--- config.mk ---
export PLATFORM = sky130hd
export DESIGN_NAME = rca80_result_serializer
export DESIGN_NICKNAME = d
export VERILOG_FILES = /design/src/rtl/rca_pkg.sv /design/src/rtl/rca80_result_serializer.sv
export SDC_FILE = /design/constraint.sdc
export NUM_CORES = 1
export LEC_CHECK = 0
export CORE_MARGIN = 4
export CORE_UTILIZATION = 63
export DETAILED_ROUTE_END_ITERATION = 12
export DONT_BUFFER_PORTS = 1
export PLACE_DENSITY_LB_ADDON = 0.15
export SETUP_SLACK_MARGIN = 0.05
export SLEW_MARGIN = 20
export SYNTH_ARGS = -nofsm -noshare
export SYNTH_HDL_FRONTEND = slang
export SYNTH_SLANG_ARGS = --single-unit
--- constraint.sdc ---
create_clock -name clk -period 2.76 [get_ports clk]
set_clock_uncertainty 0.2 [all_clocks]
set_input_delay 0.552 -clock clk [delete_from_list [all_inputs] [get_ports clk]]
set_output_delay 0.552 -clock clk [all_outputs]
set_load 0.005 [all_outputs]
--- src/rtl/rca_pkg.sv ---
// ---------------------------------------------------------------------------
// rca_pkg
// Shared constants and types for the 80-bit ripple-carry adder result path.
//   WORD_W    : width of one output word (one 16-bit RCA slice)
//   NUM_WORDS : words per 80-bit result
//   SUM_W     : full adder result width
//   IDX_W     : width of the word index bus
//   state_t   : serializer FSM states (IDLE = empty, SEND = holding a result)
// ---------------------------------------------------------------------------
package rca_pkg;

    localparam int WORD_W    = 16;
    localparam int NUM_WORDS = 5;
    localparam int SUM_W     = 80;
    localparam int IDX_W     = 3;

    typedef enum logic {
        IDLE = 1'b0,
        SEND = 1'b1
    } state_t;

endpackage

--- src/rtl/rca80_result_serializer.sv ---
// ---------------------------------------------------------------------------
// rca80_result_serializer
// Captures one 80-bit adder result (sum + carry out) and streams it downstream
// as NUM_WORDS words of WORD_W bits, least-significant word first, with a
// valid/ready handshake on both sides.
//
// Ports
//   clk        : clock, all state updates on the rising edge
//   rst_n      : synchronous active-low reset
//   in_valid   : upstream result valid
//   in_ready   : serializer can capture a result this cycle
//   S          : 80-bit sum from the adder
//   Cout       : carry out from the adder
//   out_valid  : out_data holds a valid word
//   out_ready  : downstream accepts the word
//   out_data   : current sum word
//   out_idx    : index of the current word (0..NUM_WORDS-1)
//   out_last   : high on the final word only
//   out_cout   : captured carry, shown on the final word only
// ---------------------------------------------------------------------------
module rca80_result_serializer #(
    parameter int WORD_W    = rca_pkg::WORD_W,
    parameter int NUM_WORDS = rca_pkg::NUM_WORDS
) (
    input  logic                       clk,
    input  logic                       rst_n,
    input  logic                       in_valid,
    output logic                       in_ready,
    input  logic [rca_pkg::SUM_W-1:0]  S,
    input  logic                       Cout,
    output logic                       out_valid,
    input  logic                       out_ready,
    output logic [WORD_W-1:0]          out_data,
    output logic [rca_pkg::IDX_W-1:0]  out_idx,
    output logic                       out_last,
    output logic                       out_cout
);

    import rca_pkg::*;

    localparam logic [IDX_W-1:0] LAST_IDX = IDX_W'(NUM_WORDS - 1);

    state_t             r_state;
    state_t             w_nextState;
    logic [SUM_W-1:0]   r_data;
    logic               r_cout;
    logic [IDX_W-1:0]   r_idx;

    logic               w_isLast;
    logic               w_inReady;
    logic               w_outValid;
    logic               w_capture;
    logic               w_beat;
    logic [WORD_W-1:0]  w_word;

    assign w_isLast  = (r_idx == LAST_IDX);
    assign w_capture = in_valid & w_inReady;
    assign w_beat    = w_outValid & out_ready;

    // Select the current word by shifting the captured result down.
    assign w_word = WORD_W'(r_data >> (int'(r_idx) * WORD_W));

    // Handshake outputs and next state. Everything is forced low while reset
    // is asserted, since the reset is synchronous and the state register may
    // still hold a live result until the next edge. While sending, a new
    // result may be accepted only on the final beat, which lets results flow
    // back-to-back without a bubble.
    always_comb begin
        w_inReady   = 1'b0;
        w_outValid  = 1'b0;
        w_nextState = r_state;
        unique case (r_state)
            IDLE: begin
                w_inReady = 1'b1;
                if (in_valid) begin
                    w_nextState = SEND;
                end
            end
            SEND: begin
                w_outValid = 1'b1;
                w_inReady  = w_isLast & out_ready;
                if (w_isLast && out_ready && !in_valid) begin
                    w_nextState = IDLE;
                end
            end
            default: begin
                w_nextState = IDLE;
            end
        endcase
        if (!rst_n) begin
            w_inReady  = 1'b0;
            w_outValid = 1'b0;
        end
    end

    // State register.
    always_ff @(posedge clk) begin
        if (!rst_n) begin
            r_state <= IDLE;
        end else begin
            r_state <= w_nextState;
        end
    end

    // Capture register and word index. A capture always restarts at word 0,
    // which also covers a capture coinciding with the last beat. The index
    // returns to 0 after the last beat so it can never run past the final word.
    always_ff @(posedge clk) begin
        if (!rst_n) begin
            r_data <= '0;
            r_cout <= 1'b0;
            r_idx  <= '0;
        end else if (w_capture) begin
            r_data <= S;
            r_cout <= Cout;
            r_idx  <= '0;
        end else if (w_beat) begin
            r_idx <= w_isLast ? '0 : r_idx + 1'b1;
        end
    end

    // Word outputs are zero whenever no word is being offered.
    assign in_ready  = w_inReady;
    assign out_valid = w_outValid;
    assign out_data  = w_outValid ? w_word : '0;
    assign out_idx   = w_outValid ? r_idx : '0;
    assign out_last  = w_outValid & w_isLast;
    assign out_cout  = w_outValid & w_isLast & r_cout;

endmodule

==> out/metrics.csv <==
stage,metric,value,unit
clock_tree,clk_pin_slew,0.08,ns
global_routing,grt_busiest_layer,met2,
logic_synthesis,synthesis.nets,599,
pwr,power.internal,1.84,mW
run_status,status,finished clean,
sta,holdWs,0.132,ns
die,dieArea,8360,sq um
logic_synthesis,synth_top_family_by_area,multiplexers,
placed_design,place_ws,0.491,ns
finish,layout-drive-gt1-share,12.2,%
route,viasPerCell,5.67,
die,fp-row-count,30,
pwr,sequentialPowerShare,55.4,%
clock_tree,htree_levels,3,
worst_setup_path,slowest_stage,dfxtp_1,
die,die_h,91.4,um
global_routing,grt_pass1_wl,16100,um
global_routing,grt_max_degree,173,
placed_design,gp_congestion,0.894,
worst_setup_path,timing.critical_path.to,out_data[5],
sta,rsz0062_at_grt,no,
logic_synthesis,synth_fa_ha_area_share,0.571,%
logic_synthesis,seq_area_frac_synth,38.8,%
global_routing,grt_overflow,0,
logic_synthesis,yosys-top-cells-area,"dfxtp_1, mux2i_1, nand2_1, nand2b_1, mux2_2",
finish,fin_nets,575,
logic_synthesis,synth_top_area_share,38.8,%
worst_setup_path,crit_type,reg -> out,
clock_tree,cts_tree,yes,
worst_setup_path,r2r_end,r_data[58],
pwr,p_sw,0.612,mW
worst_setup_path,endpoint_kind,output pin,
pwr,peakVddDrop,0.000332,V
global_routing,grt_use_met2,36.8,%
job,drv_cap,0,
logic_synthesis,syn-cell-area,4380,sq um
worst_setup_path,rrSetupSlack,0.56,ns
sta,finalHoldViolCount,0,
worst_setup_path,crit_start,r_state,
route,num_vias,3333,
logic_synthesis,yosys.area.top_type,dfxtp_1,
sta,drv_slew,0,
pwr,swShare,25.0,%
global_routing,grt_pass1_vias,3206,
pwr,power_frac_comb,10.1,%
logic_synthesis,synth-xor-area-share,0,%
clock_tree,cts_buffers,9,
logic_synthesis,yosys_register_bits,85,
pwr,power,2.45,mW
worst_setup_path,rr_startpoint,r_idx[0],
die,core_area,6790,sq um
clock_tree,cts_buffer_depth,2,
logic_synthesis,yosys.area_share.simple,22.0,%
worst_setup_path,cp_max_fo,11,
worst_hold_path,min_path_type,in -> reg,
die,io_pins,108,
worst_setup_path,cpPeakStageDelay,0.51,ns
worst_setup_path,start_kind,flop,
sta,layout_setup_ws,0.218,ns
sta,slew_headroom,64.5,%
global_routing,grt_use_met3,6.38,%
global_routing,grt_util_met1,32.6,%
finish,syn_to_final_growth,2.57,%
finish,fin_util,66.2,%
route,wl,10000,um
worst_setup_path,crit_chain,and2_1 -> buf_4 -> o221a_2,
sta,max_freq,393,MHz
worst_setup_path,reg2reg_depth,6,
sta,fin_crit,2.54,ns
die,start_util,64.5,%
die,die_w,91.4,um
sta,tightest_slew,0.533,ns
pwr,power_frac_clock,34.5,%
sta,period_share,92.1,%
logic_synthesis,syn_inst,512,
global_routing,grt_antenna_before_repair,0,
sta,finalSetupViolCount,0,
placed_design,dp_hpwl,6980,um
pwr,p_leak,1.79,nW
finish,antenna_cells,0,
logic_synthesis,muxShareOfSynthArea,23.1,%
route,postRouteAntennaNets,0,
pwr,powerDensity,544,nW/um^2
route,drt_pass1_iterations,4,
worst_setup_path,cp.arrival,1.79,ns
placed_design,io_buffers,0,
global_routing,grtUsageTotal,24.3,%
clock_tree,clk-insertion-delay-late,0.35,ns
clock_tree,root_buffer,clkbuf_8,
logic_synthesis,synth.avg_cell_area,8.56,sq um
route,drtIter0Drc,212,
logic_synthesis,yosysWarnings,0,
logic_synthesis,synth_compound_area_share,8.68,%
route,routedWlPerCell,17.1,um
worst_setup_path,required,2.01,ns
clock_tree,cts.sinks,85,
route,drc,0,
sta,fin_setup_tns,0,ns
logic_synthesis,yosysUniqueCellTypes,27,
==> power by group through the flow <==
stage          Sequential, mW  Combinational, mW  Clock [mW]
6_report                 1.35              0.248       0.845
4_1_cts                  1.35              0.251       0.857
3_3_place_gp             1.38              0.241           0
5_1_grt                  1.36              0.278       0.907
2_1_floorplan            1.36              0.257           0
3_5_place_dp             1.38              0.250           0
==> stage by stage <==
stage | instance area (sq um) | std cells
floorplan | 4380 | 512
global route | 4500 | 588
finish | 4500 | 588
CTS | 4490 | 588
detailed placement | 4310 | 573
global placement | 4310 | 573
==> logic make-up after synthesis <==
group                      after synthesis
and+or+nand+nor                        224
DFF                                     85
buffers and inverters                   48
adders and majority gates                2
muxes                                   99
AOI/OAI and AO/OA                       54
==> cells in the final DEF (no fill, tap or decap) <==
| cell type | n |
|---|---|
| a21boi_0 | 1 |
| a21boi_4 | 1 |
| a21oi_1 | 34 |
| a31oi_1 | 1 |
| and2_1 | 2 |
| and3_1 | 4 |
| buf_12 | 1 |
| buf_4 | 10 |
| bufinv_16 | 1 |
| clkbuf_1 | 2 |
| clkbuf_8 | 9 |
| clkinv_2 | 1 |
| clkinvlp_4 | 2 |
| dfxtp_1 | 84 |
| dfxtp_4 | 1 |
| ha_1 | 2 |
| inv_1 | 2 |
| mux2_2 | 16 |
| mux2i_1 | 83 |
| nand2_1 | 178 |
| nand2b_1 | 32 |
| nand3_1 | 2 |
| nor2_1 | 1 |
| nor2b_1 | 1 |
| nor3b_1 | 2 |
| nor4b_2 | 1 |
| o21ai_0 | 1 |
| o221a_2 | 16 |
| or2_2 | 1 |
==> state kept, by name, indices dropped and copies added, names as in the netlist <==
signal,flops
r_idx,3
r_state,1
r_data,80
r_cout,1
==> worst min-delay path by stage <==
stage | from | endpoint | slack, ns | depth (start not counted)
after floorplan | r_cout | r_cout | 0.23 | 2
after global placement | r_cout | r_cout | 0.24 | 2
after detailed placement | r_data[29] | r_data[29] | 0.25 | 2
after CTS | S[71] | r_data[71] | 0.12 | 2
after global routing | S[44] | r_data[44] | 0.13 | 2
final | S[71] | r_data[71] | 0.13 | 2
==> layout make-up <==
class | count | area, sq um
clock inverters | 4 | 50.0
inverters | 2 | 7.51
repair buffers | 11 | 95.1
well taps | 96 | 120
multi-input cells | 379 | 2390
clock buffers | 11 | 131
fillers | 585 | 2300
flip-flops and latches | 85 | 1710
==> worst max-delay path, delay by kind of cell, from the launching register on <==
family                 cells  cell delay [ns]
buffers and inverters      1             0.26
and+or+nand+nor            1             0.44
AOI/OAI and AO/OA          1             0.23
DFF                        1             0.51
==> Yosys cell counts, drive strengths merged <==
| master | number |
|---|---|
| mux2 | 16 |
| buf | 36 |
| nor2 | 1 |
| dfxtp | 85 |
| nor2b | 1 |
| inv | 2 |
| o221a | 16 |
| clkbuf | 10 |
| nor4b | 1 |
| nand3 | 2 |
| nand2 | 178 |
| mux2i | 83 |
| a31oi | 1 |
| or2 | 1 |
| and2 | 2 |
| o21ai | 1 |
| a21boi | 2 |
| and3 | 4 |
| ha | 2 |
| nor3b | 2 |
| nand2b | 32 |
| a21oi | 34 |
==> timing repair <==
| action | 4_1_cts | 5_1_grt |
|---|---|---|
| gates resized for setup | 0 | 2 |
| endpoints found under the setup margin | 0 | 11 |
| setup buffers | 0 | 0 |
| hold buffers | 0 | 0 |
==> routing by layer <==
layer	wire length [um]	share of wire [%]
met1	4580	46
met2	4610	46
met4	218	2.2
met5	0	0
met3	642	6.4
Power figures use the tool's default switching activity.
